<file path="src/rtl/sprite_jump_ctl_if.sv">
// Button inputs and sprite position/status outputs of the jump controller.
// The master drives the buttons and frame tick; the slave is the controller.
interface sprite_jump_ctl_if;
  logic        v_tick;
  logic        btn_jump;
  logic        btn_left;
  logic        btn_right;
  logic [11:0] xpos;
  logic [11:0] ypos;
  logic [2:0]  state_out;
  logic        airborne;
  logic        landed;

  modport master (
    output v_tick, btn_jump, btn_left, btn_right,
    input  xpos, ypos, state_out, airborne, landed
  );

  modport slave (
    input  v_tick, btn_jump, btn_left, btn_right,
    output xpos, ypos, state_out, airborne, landed
  );
endinterface

</file>
<file path="src/rtl/sprite_jump_ctl.sv">
// Frame-rate sprite motion controller: jump with rise, apex hold and
// gravity fall, plus clamped left/right movement, updated on v_tick rising edges.
//
// state | meaning
// IDLE  | on the ground, waiting for a jump press
// RISE  | moving up by RISE_STEP per frame toward the apex
// HOLD  | parked at the apex for HOLD_FRAMES frames
// FALL  | falling with velocity growing by GRAVITY up to VMAX
// LAND  | touched down; waits for the jump button to be released
module sprite_jump_ctl #(
  parameter int X_INIT      = 350,
  parameter int Y_GROUND    = 400,
  parameter int JUMP_HEIGHT = 100,
  parameter int RISE_STEP   = 4,
  parameter int HOLD_FRAMES = 3,
  parameter int GRAVITY     = 1,
  parameter int VMAX        = 8,
  parameter int X_STEP      = 2,
  parameter int X_MIN       = 0,
  parameter int X_MAX       = 700
) (
  input logic               clk,
  input logic               rst,
  sprite_jump_ctl_if.slave  bus
);

  typedef enum logic [2:0] {
    IDLE = 3'd0,
    RISE = 3'd1,
    HOLD = 3'd2,
    FALL = 3'd3,
    LAND = 3'd4
  } state_t;

  localparam logic [11:0] X_INIT12   = 12'(X_INIT);
  localparam logic [11:0] GROUND12   = 12'(Y_GROUND);
  localparam logic [11:0] APEX12     = 12'(Y_GROUND - JUMP_HEIGHT);
  localparam logic [11:0] RISE12     = 12'(RISE_STEP);
  localparam logic [12:0] GROUND13   = 13'(Y_GROUND);
  localparam logic [12:0] APEX13     = 13'(Y_GROUND - JUMP_HEIGHT);
  localparam logic [12:0] RISE13     = 13'(RISE_STEP);
  localparam logic [7:0]  HOLD8      = 8'(HOLD_FRAMES);
  localparam logic [4:0]  GRAV5      = 5'(GRAVITY);
  localparam logic [4:0]  VMAX5      = 5'(VMAX);
  localparam logic signed [12:0] XSTEP_S = 13'(X_STEP);
  localparam logic signed [12:0] XMIN_S  = 13'(X_MIN);
  localparam logic signed [12:0] XMAX_S  = 13'(X_MAX);

  state_t      state, state_nxt;
  logic [11:0] xpos_q, x_nxt;
  logic [11:0] ypos_q, y_nxt;
  logic [4:0]  vel, vel_nxt;
  logic [7:0]  hold_cnt, cnt_nxt, cnt_inc;
  logic        v_tick_q;
  logic        landed_q;
  logic        land_evt;
  logic        frame;

  logic [12:0] y_sum;
  logic [5:0]  vel_sum;
  logic signed [12:0] x_dec, x_inc;

  assign frame   = bus.v_tick & ~v_tick_q;
  assign cnt_inc = hold_cnt + 8'd1;
  assign y_sum   = {1'b0, ypos_q} + {8'd0, vel};
  assign vel_sum = {1'b0, vel} + {1'b0, GRAV5};
  assign x_dec   = $signed({1'b0, xpos_q}) - XSTEP_S;
  assign x_inc   = $signed({1'b0, xpos_q}) + XSTEP_S;

  always_ff @(posedge clk) begin
    if (rst) begin
      state    <= IDLE;
      xpos_q   <= X_INIT12;
      ypos_q   <= GROUND12;
      vel      <= '0;
      hold_cnt <= '0;
      v_tick_q <= 1'b0;
      landed_q <= 1'b0;
    end else begin
      v_tick_q <= bus.v_tick;
      landed_q <= frame & land_evt;
      if (frame) begin
        state    <= state_nxt;
        xpos_q   <= x_nxt;
        ypos_q   <= y_nxt;
        vel      <= vel_nxt;
        hold_cnt <= cnt_nxt;
      end
    end
  end

  always_comb begin
    state_nxt = state;
    y_nxt     = ypos_q;
    vel_nxt   = vel;
    cnt_nxt   = hold_cnt;
    land_evt  = 1'b0;
    case (state)
      IDLE: begin
        if (bus.btn_jump) state_nxt = RISE;
      end
      RISE: begin
        if (!bus.btn_jump) begin
          state_nxt = FALL;
          vel_nxt   = GRAV5;
        end else if ({1'b0, ypos_q} > APEX13 + RISE13) begin
          // Equivalent to ypos - RISE_STEP > apex, without underflow
          y_nxt = ypos_q - RISE12;
        end else begin
          y_nxt   = APEX12;
          cnt_nxt = '0;
          if (HOLD8 == 8'd0) begin
            state_nxt = FALL;
            vel_nxt   = GRAV5;
          end else begin
            state_nxt = HOLD;
          end
        end
      end
      HOLD: begin
        cnt_nxt = cnt_inc;
        if (cnt_inc == HOLD8) begin
          state_nxt = FALL;
          vel_nxt   = GRAV5;
        end
      end
      FALL: begin
        if (y_sum >= GROUND13) begin
          y_nxt     = GROUND12;
          vel_nxt   = '0;
          state_nxt = LAND;
          land_evt  = 1'b1;
        end else begin
          y_nxt   = y_sum[11:0];
          vel_nxt = (vel_sum > {1'b0, VMAX5}) ? VMAX5 : vel_sum[4:0];
        end
      end
      LAND: begin
        if (!bus.btn_jump) state_nxt = IDLE;
      end
      default: state_nxt = IDLE;
    endcase
  end

  always_comb begin
    x_nxt = xpos_q;
    if (bus.btn_left && !bus.btn_right)
      x_nxt = (x_dec < XMIN_S) ? XMIN_S[11:0] : x_dec[11:0];
    else if (bus.btn_right && !bus.btn_left)
      x_nxt = (x_inc > XMAX_S) ? XMAX_S[11:0] : x_inc[11:0];
  end

  assign bus.xpos      = xpos_q;
  assign bus.ypos      = ypos_q;
  assign bus.state_out = state;
  assign bus.airborne  = (state == RISE) || (state == HOLD) || (state == FALL);
  assign bus.landed    = landed_q;

endmodule

</file>
<file path="src/flat_wrapper.sv">
// flat-port wrapper written by rule: the top's interface ports become plain ports
module sprite_jump_ctl_flat 
#(
  parameter int X_INIT      = 350,
  parameter int Y_GROUND    = 400,
  parameter int JUMP_HEIGHT = 100,
  parameter int RISE_STEP   = 4,
  parameter int HOLD_FRAMES = 3,
  parameter int GRAVITY     = 1,
  parameter int VMAX        = 8,
  parameter int X_STEP      = 2,
  parameter int X_MIN       = 0,
  parameter int X_MAX       = 700
)
  (clk, rst, bus_v_tick, bus_btn_jump, bus_btn_left, bus_btn_right, bus_xpos, bus_ypos, bus_state_out, bus_airborne, bus_landed);
  sprite_jump_ctl_if bus_i ();
  input logic clk;
  input logic rst;
  input wire logic [$bits(bus_i.v_tick)-1:0] bus_v_tick;
  input wire logic [$bits(bus_i.btn_jump)-1:0] bus_btn_jump;
  input wire logic [$bits(bus_i.btn_left)-1:0] bus_btn_left;
  input wire logic [$bits(bus_i.btn_right)-1:0] bus_btn_right;
  output wire logic [$bits(bus_i.xpos)-1:0] bus_xpos;
  output wire logic [$bits(bus_i.ypos)-1:0] bus_ypos;
  output wire logic [$bits(bus_i.state_out)-1:0] bus_state_out;
  output wire logic [$bits(bus_i.airborne)-1:0] bus_airborne;
  output wire logic [$bits(bus_i.landed)-1:0] bus_landed;
  assign bus_i.v_tick = bus_v_tick;
  assign bus_i.btn_jump = bus_btn_jump;
  assign bus_i.btn_left = bus_btn_left;
  assign bus_i.btn_right = bus_btn_right;
  assign bus_xpos = bus_i.xpos;
  assign bus_ypos = bus_i.ypos;
  assign bus_state_out = bus_i.state_out;
  assign bus_airborne = bus_i.airborne;
  assign bus_landed = bus_i.landed;
  sprite_jump_ctl #(.X_INIT(X_INIT), .Y_GROUND(Y_GROUND), .JUMP_HEIGHT(JUMP_HEIGHT), .RISE_STEP(RISE_STEP), .HOLD_FRAMES(HOLD_FRAMES), .GRAVITY(GRAVITY), .VMAX(VMAX), .X_STEP(X_STEP), .X_MIN(X_MIN), .X_MAX(X_MAX)) u_core (.clk(clk), .rst(rst), .bus(bus_i));
endmodule
</file>
<file path="config.mk">
export PLATFORM = sky130hd
export DESIGN_NAME = sprite_jump_ctl_flat
export DESIGN_NICKNAME = d
export VERILOG_FILES = /design/src/rtl/sprite_jump_ctl_if.sv /design/src/rtl/sprite_jump_ctl.sv /design/src/flat_wrapper.sv
export SDC_FILE = /design/constraint.sdc
export NUM_CORES = 1
export LEC_CHECK = 0
export CAP_MARGIN = 30
export CORE_UTILIZATION = 40
export CTS_CLUSTER_SIZE = 24
export DETAILED_ROUTE_END_ITERATION = 8
export GPL_ROUTABILITY_DRIVEN = 0
export GPL_TIMING_DRIVEN = 0
export PLACE_DENSITY = 0.68
export RECOVER_POWER = 25
export SLEW_MARGIN = 15
export SYNTH_ARGS = -nofsm -noshare
export SYNTH_HDL_FRONTEND = slang
export SYNTH_SLANG_ARGS = --single-unit
</file>
<file path="constraint.sdc">
create_clock -name clk -period 2.8 [get_ports clk]
set_clock_uncertainty 0.2 [all_clocks]
set_input_delay 0.42 -clock clk [delete_from_list [all_inputs] [get_ports clk]]
set_output_delay 0.42 -clock clk [all_outputs]
set_load 0.05 [all_outputs]
</file>
# ---- Word level (Yosys, flattened, before mapping)
# Cells that the tools add are included.
# W data, S select, Z words.
dict set report word_totals {
  ff_bits 42
  in_bits 6
  output_inout_bits 29
}
dict set report op_classes {
  n_bitwise 3
  n_lt_le_gt_ge 5
  n_reduce_logical 16
  n_eq_ne 13
  add_sub_neg 6
  n_mux 25
}
# op count
set op_table {}
lappend op_table {{$mux W12} 7}
lappend op_table {{$pmux W12 S2} 1}
lappend op_table {{$mux W5} 4}
lappend op_table {{$mux W3} 6}
lappend op_table {{$mux W8} 2}
lappend op_table {{$pmux W8 S2} 1}
lappend op_table {{$pmux W3 S5} 1}
lappend op_table {{$pmux W5 S3} 1}
lappend op_table {{$add A12 B2 Y13 const B} 1}
lappend op_table {{$add A12 B5 Y13} 1}
lappend op_table {{$ge A13 B9 Y1 const B} 1}
lappend op_table {{$gt A13 B11 Y1 const B} 1}
lappend op_table {{$lt A13 B1 Y1 const B} 1}
lappend op_table {{$sub A12 B2 Y13 const B} 1}
lappend op_table {{$gt A12 B9 Y1 const B} 1}
lappend op_table {{$sub A12 B3 Y12 const B} 1}
lappend op_table {{$ne A2 B2 Y1 const B} 5}
lappend op_table {{$add A8 B1 Y8 const B} 1}
lappend op_table {{$eq A8 B2 Y1 const B} 1}
lappend op_table {{$reduce_and A4 Y1} 2}
lappend op_table {{$add A5 B1 Y6 const B} 1}
lappend op_table {{$eq A3 B2 Y1 const B} 2}
lappend op_table {{$gt A6 B4 Y1 const B} 1}
lappend op_table {{$reduce_and A6 Y1} 1}
lappend op_table {{15 further kinds} 23}

# ---- Logic depth before layout (Yosys ltp)
dict set report depth {
  ltp_word 5
  ltp_mapped 11
  depth_no_buf 9
}

# ---- Worst setup path before layout
# OpenSTA, ideal clock, no wires.
dict set report synth_path {
  path_type {register to register}
  start {register u_core.ypos_q[0] (netlist: u_core.bus.ypos[0])}
  end {register u_core.ypos_q[3] (netlist: u_core.bus.ypos[3])}
  setup_slack_ns -0.283
  arrival_ns 2.725
  t_required_ns 2.443
  setup_time_ns 0.157
  stages_incl_launch_ff 11
  synth_period_minus_slack_ns 3.083
  cell_sequence {dfxtp_1 > ha_1 > fa_1 > a211oi_1 > o21ai_0 > or3_1 > a41o_1 > buf_2 > buf_4 > a31oi_1 > a21oi_1}
}
dict set report synth_between {
  elab_chain_len 4
  word_cells_on_any_way 8
}
# element line_no
set synth_lines {}
lappend synth_lines {{start, declared} sprite_jump_ctl.sv:51} ;# logic [11:0] ypos_q, y_nxt;
lappend synth_lines {{start signal, assigned} sprite_jump_ctl.sv:85} ;# ypos_q <= y_nxt;
lappend synth_lines {{$add A12 B5 Y13, or another cell as far along} sprite_jump_ctl.sv:65} ;# assign y_sum = {1'b0, ypos_q} + {8'd0, vel};
lappend synth_lines {{$ge A13 B9 Y1 / $mux W12 (equally long branches)} {sprite_jump_ctl.sv:128, sprite_jump_ctl.sv:106}}
lappend synth_lines {{$mux W12 (on tied branches)} {sprite_jump_ctl.sv:128, sprite_jump_ctl.sv:103}}
lappend synth_lines {{$pmux W12 S2 (*)} sprite_jump_ctl.sv:98} ;# case (state)
# Mark *: on every way between the ends. The rest lies on a longest branch, timed or not. The select of a mux whose other input is x is not followed.
# A chain may end at the register's enable or synchronous reset.

# ---- Final worst setup path
dict set report layout_path {
  start {register u_core.vel[0]}
  end {register u_core.ypos_q[3] (netlist: u_core.bus.ypos[3])}
}
dict set report layout_between {
  elab_chain_len 4
}
# element line_no
set layout_lines {}
lappend layout_lines {{start, declared} sprite_jump_ctl.sv:52} ;# logic [4:0] vel, vel_nxt;
lappend layout_lines {{start signal, assigned} sprite_jump_ctl.sv:86} ;# vel <= vel_nxt;
lappend layout_lines {{$add A12 B5 Y13 (*)} sprite_jump_ctl.sv:65}
lappend layout_lines {{$ge A13 B9 Y1} sprite_jump_ctl.sv:128} ;# if (y_sum >= GROUND13) begin
lappend layout_lines {{$mux W12 (*)} sprite_jump_ctl.sv:128}
lappend layout_lines {{$pmux W12 S2 (*)} sprite_jump_ctl.sv:98}
# Mark *: on every way between the ends. The rest lies on a longest branch, timed or not.

==> flow_summary.ini <==
[floorplan]
die_area_sq_um = 8530
core.rowCount = 32
initial_utilization_pct = 41.8
die_height_microns = 92.4
core_region_area_sq_um = 7810
die_x_microns = 92.4
pin_count = 35

[logic_synthesis]
syn_nets = 470
synth_compound_area_share_pct = 30.3
synth-xor-area-share_pct = 1.88
synth_edf_count = 0
synthMuxAreaShare_pct = 0.651
yosys.area_share.adder_pct = 5.97
seq_area_frac_synth_pct = 25.1
synthSimpleGateAreaFrac_pct = 29.1
synthCells = 449
ys_seq_elements = 41
ys.flop_type = dfxtp_1
async_flop_share_pct = 0
synth_area_leaders = dfxtp_1 (25%), a21oi_1 (7.0%), ha_1 (5.4%)
yosysUniqueCellTypes = 73
synth_top_cell_area_share_pct = 25.1
yosys_warnings = 0
syn_area_sq_um = 3270
yosysTopAreaCell = dfxtp_1
synth_top_family_by_area = compound AO/OA/AOI/OAI gates
syn_avg_cell_area_sq_um = 7.28

[clock_network]
cts_sinks = 41
htreeDepth = 2
cts_root_buf = clkbuf_8
numCtsBuffers = 5
cts_tree = built
hold_buffers = 0
clk_latency_ps = 310
cts.clk_slew.worst_paths_ps = 90
clock_path_buffers = 2

[setup_path]
cp.required_ps = 2750
path_class = reg -> reg
crit_path_start_kind = flop
r2r_start = u_core.vel[0]$_SDFFE_PP0P_
cp_data_arrival_time_ps = 2850
crit_path_start = u_core.vel[0]$_SDFFE_PP0P_
critPathMaxFanout = 6
endpoint_kind = flop
regToRegSetupSlack_ps = -90

[status]
violations = setup timing
status = finished with violations

[layout]
nets = 521
final_core_util_pct = 53.0
num_antenna_cells = 0
final_layout_size_suffix_gt1_share_pct = 15.2
areaGrowthSynthToFinish_pct = 26.7
final_cells = 603

[timing]
final-hold-violation-count = 0
setup_viol = 12
period_minus_slack_ps = 2890
fin_tns_setup_ps = -380
slew-limit-headroom_pct = 40.6
tightest_slew_ps = 883
fin_hold_ws_ps = 310
slew_viol_final = 0
timing.final.crit_share_pct = 103
rsz0062_at_grt = true
max_freq_mhz = 346
finalWorstSetupSlack_ps = -93.4

[detailed_routing]
ant_nets = 0
drt-vias-per-instance = 6.07
drt_iter0_drc = 247
vias = 3658
dr.pass1.iters = 5
drc = 0
wl_per_cell_microns = 16.2
postRouteWirelength_microns = 9770

[worst_hold_path]
min_from = u_core.bus.ypos[11]$_SDFFE_PP0P_
hold_path_class = reg -> reg

[pwr]
irDropWorstVdd_mv = 0.168
power_w = 0.00141
leakage_nw = 1.51
powerDensity_nw_per_um2 = 340

[grt]
gr-total-overflow = 0
grt_max_degree = 14
grtUsageTotal_pct = 23.0
grt_pass1_vias = 3324
grt_pass1_wl_microns = 16000
antenna_found_initial = 0

[run]
maxCapViolCount = 0

[placement]
io_buffers = 33
dp_hpwl_microns = 6640
dp_cells = 584
-- worst paths after layout --
kind                                            to  cells after the start
hold reg to reg   u_core.bus.ypos[11]$_SDFFE_PP0P_                      1
setup reg to reg   u_core.bus.ypos[3]$_SDFFE_PP0P_                     12
hold / removal    u_core.bus.ypos[11]$_SDFFE_PP0P_                      1
setup / recovery   u_core.bus.ypos[3]$_SDFFE_PP0P_                     12
-- repair_timing --
item | CTS | global route
pin swaps | 4 | 19
resized for setup | 20 | 28
setup buffers | 5 | 4
cloned | 0 | 2
hold endpoints to repair | 0 | 0
setup endpoints to repair | 17 | 28
-- report_power, final --
part	total [W]	internal [W]	switching [W]	leakage (nW)
Combinational	0.000377	0.000131	0.000246	1.13
Clock	0.000408	0.000173	0.000235	0.0439
Sequential	0.000620	0.000598	0.0000220	0.337
-- critical path: stages, from the launching register on --
cell and delay [ps]:
dfxtp_4 370, ha_4 160, fa_2 370, a211oi_2 250
buf_4 190, o21bai_4 80, and3_1 190, o21a_1 160
a41o_1 250, buf_6 160, clkbuf_16 160, a31oi_1 120
a21oi_1 80
-- cell usage after synthesis, drive strengths merged (4+ instances only) --
master and number:
nand2b 7, a31oi 10, a21o 5, nor3b 5, and3 11, nand4 9
clkbuf 22, a21oi 46, dfxtp 41, nand3 17, inv 16, nor3 18
o21ai 33, nor2b 6, buf 12, xor2 4, nor4 8, or3 9
nand2 30, o21a 4, nor2 46, o211a 4, ha 14, nand4b 5
-- placed cells by master (no fill, tap or decap), types with 8 or more instances in the layout --
master,n
a31oi_1,9
dfxtp_1,30
nand3_1,15
o21ai_0,28
ha_1,13
dlygate4sd3_1,13
clkdlybuf4s50_1,19
dfxtp_2,8
a21oi_1,43
nand2_1,29
clkbuf_1,21
or3_1,8
nand4_1,9
nor2_1,44
buf_4,11
inv_1,16
and3_1,10
nor3_1,17
-- area by class of cell --
class	instances	area [sq um]
repair buffers	44	430
well taps	102	128
flip-flops and latches	41	842
fillers	726	3670
inverters	16	60.1
clock buffers	5	68.8
multi-input cells	358	2410
clock inverters	3	17.5
plain buffers	34	180
-- flip-flops by register name (all words and copies together) (netlist names) --
signal                flops
u_core.v_tick_q           1
u_core.vel                5
u_core.bus.xpos          11
u_core.bus.ypos          12
u_core.bus.landed         1
u_core.hold_cnt           8
u_core.bus.state_out      3
-- layer usage --
| metal | global-route usage (%) | up-vias | share of wire (%) |
|---|---|---|---|
| met5 | 0 | - | 0 |
| met4 | 6.38 | 0 | 2.4 |
| met3 | 3.78 | 23 | 5.7 |
| met2 | 37.4 | 149 | 47 |
| met1 | 31.2 | 1716 | 45 |
| li1 | - | 1770 | - |
-- through the flow --
stage | cell area (sq um) | worst slack (ps)
global placement | 3740 | -288
finish | 4140 | -93.4
global route | 4140 | -126
floorplan | 3280 | -19.8
detailed placement | 3740 | -360
CTS | 3950 | -68.5
-- cells by family (layout without fill, tap and decap cells) --
family | count (synthesis) | in the layout
DFF | 41 | 41
muxes | 2 | 2
xor gates and xnor gates | 7 | 7
adders and majority gates | 15 | 15
other | 1 | 1
and+or+nand+nor | 182 | 182
buffers and inverters | 50 | 102
AOI/OAI and AO/OA | 151 | 151
Power figures use the tool's default switching activity.
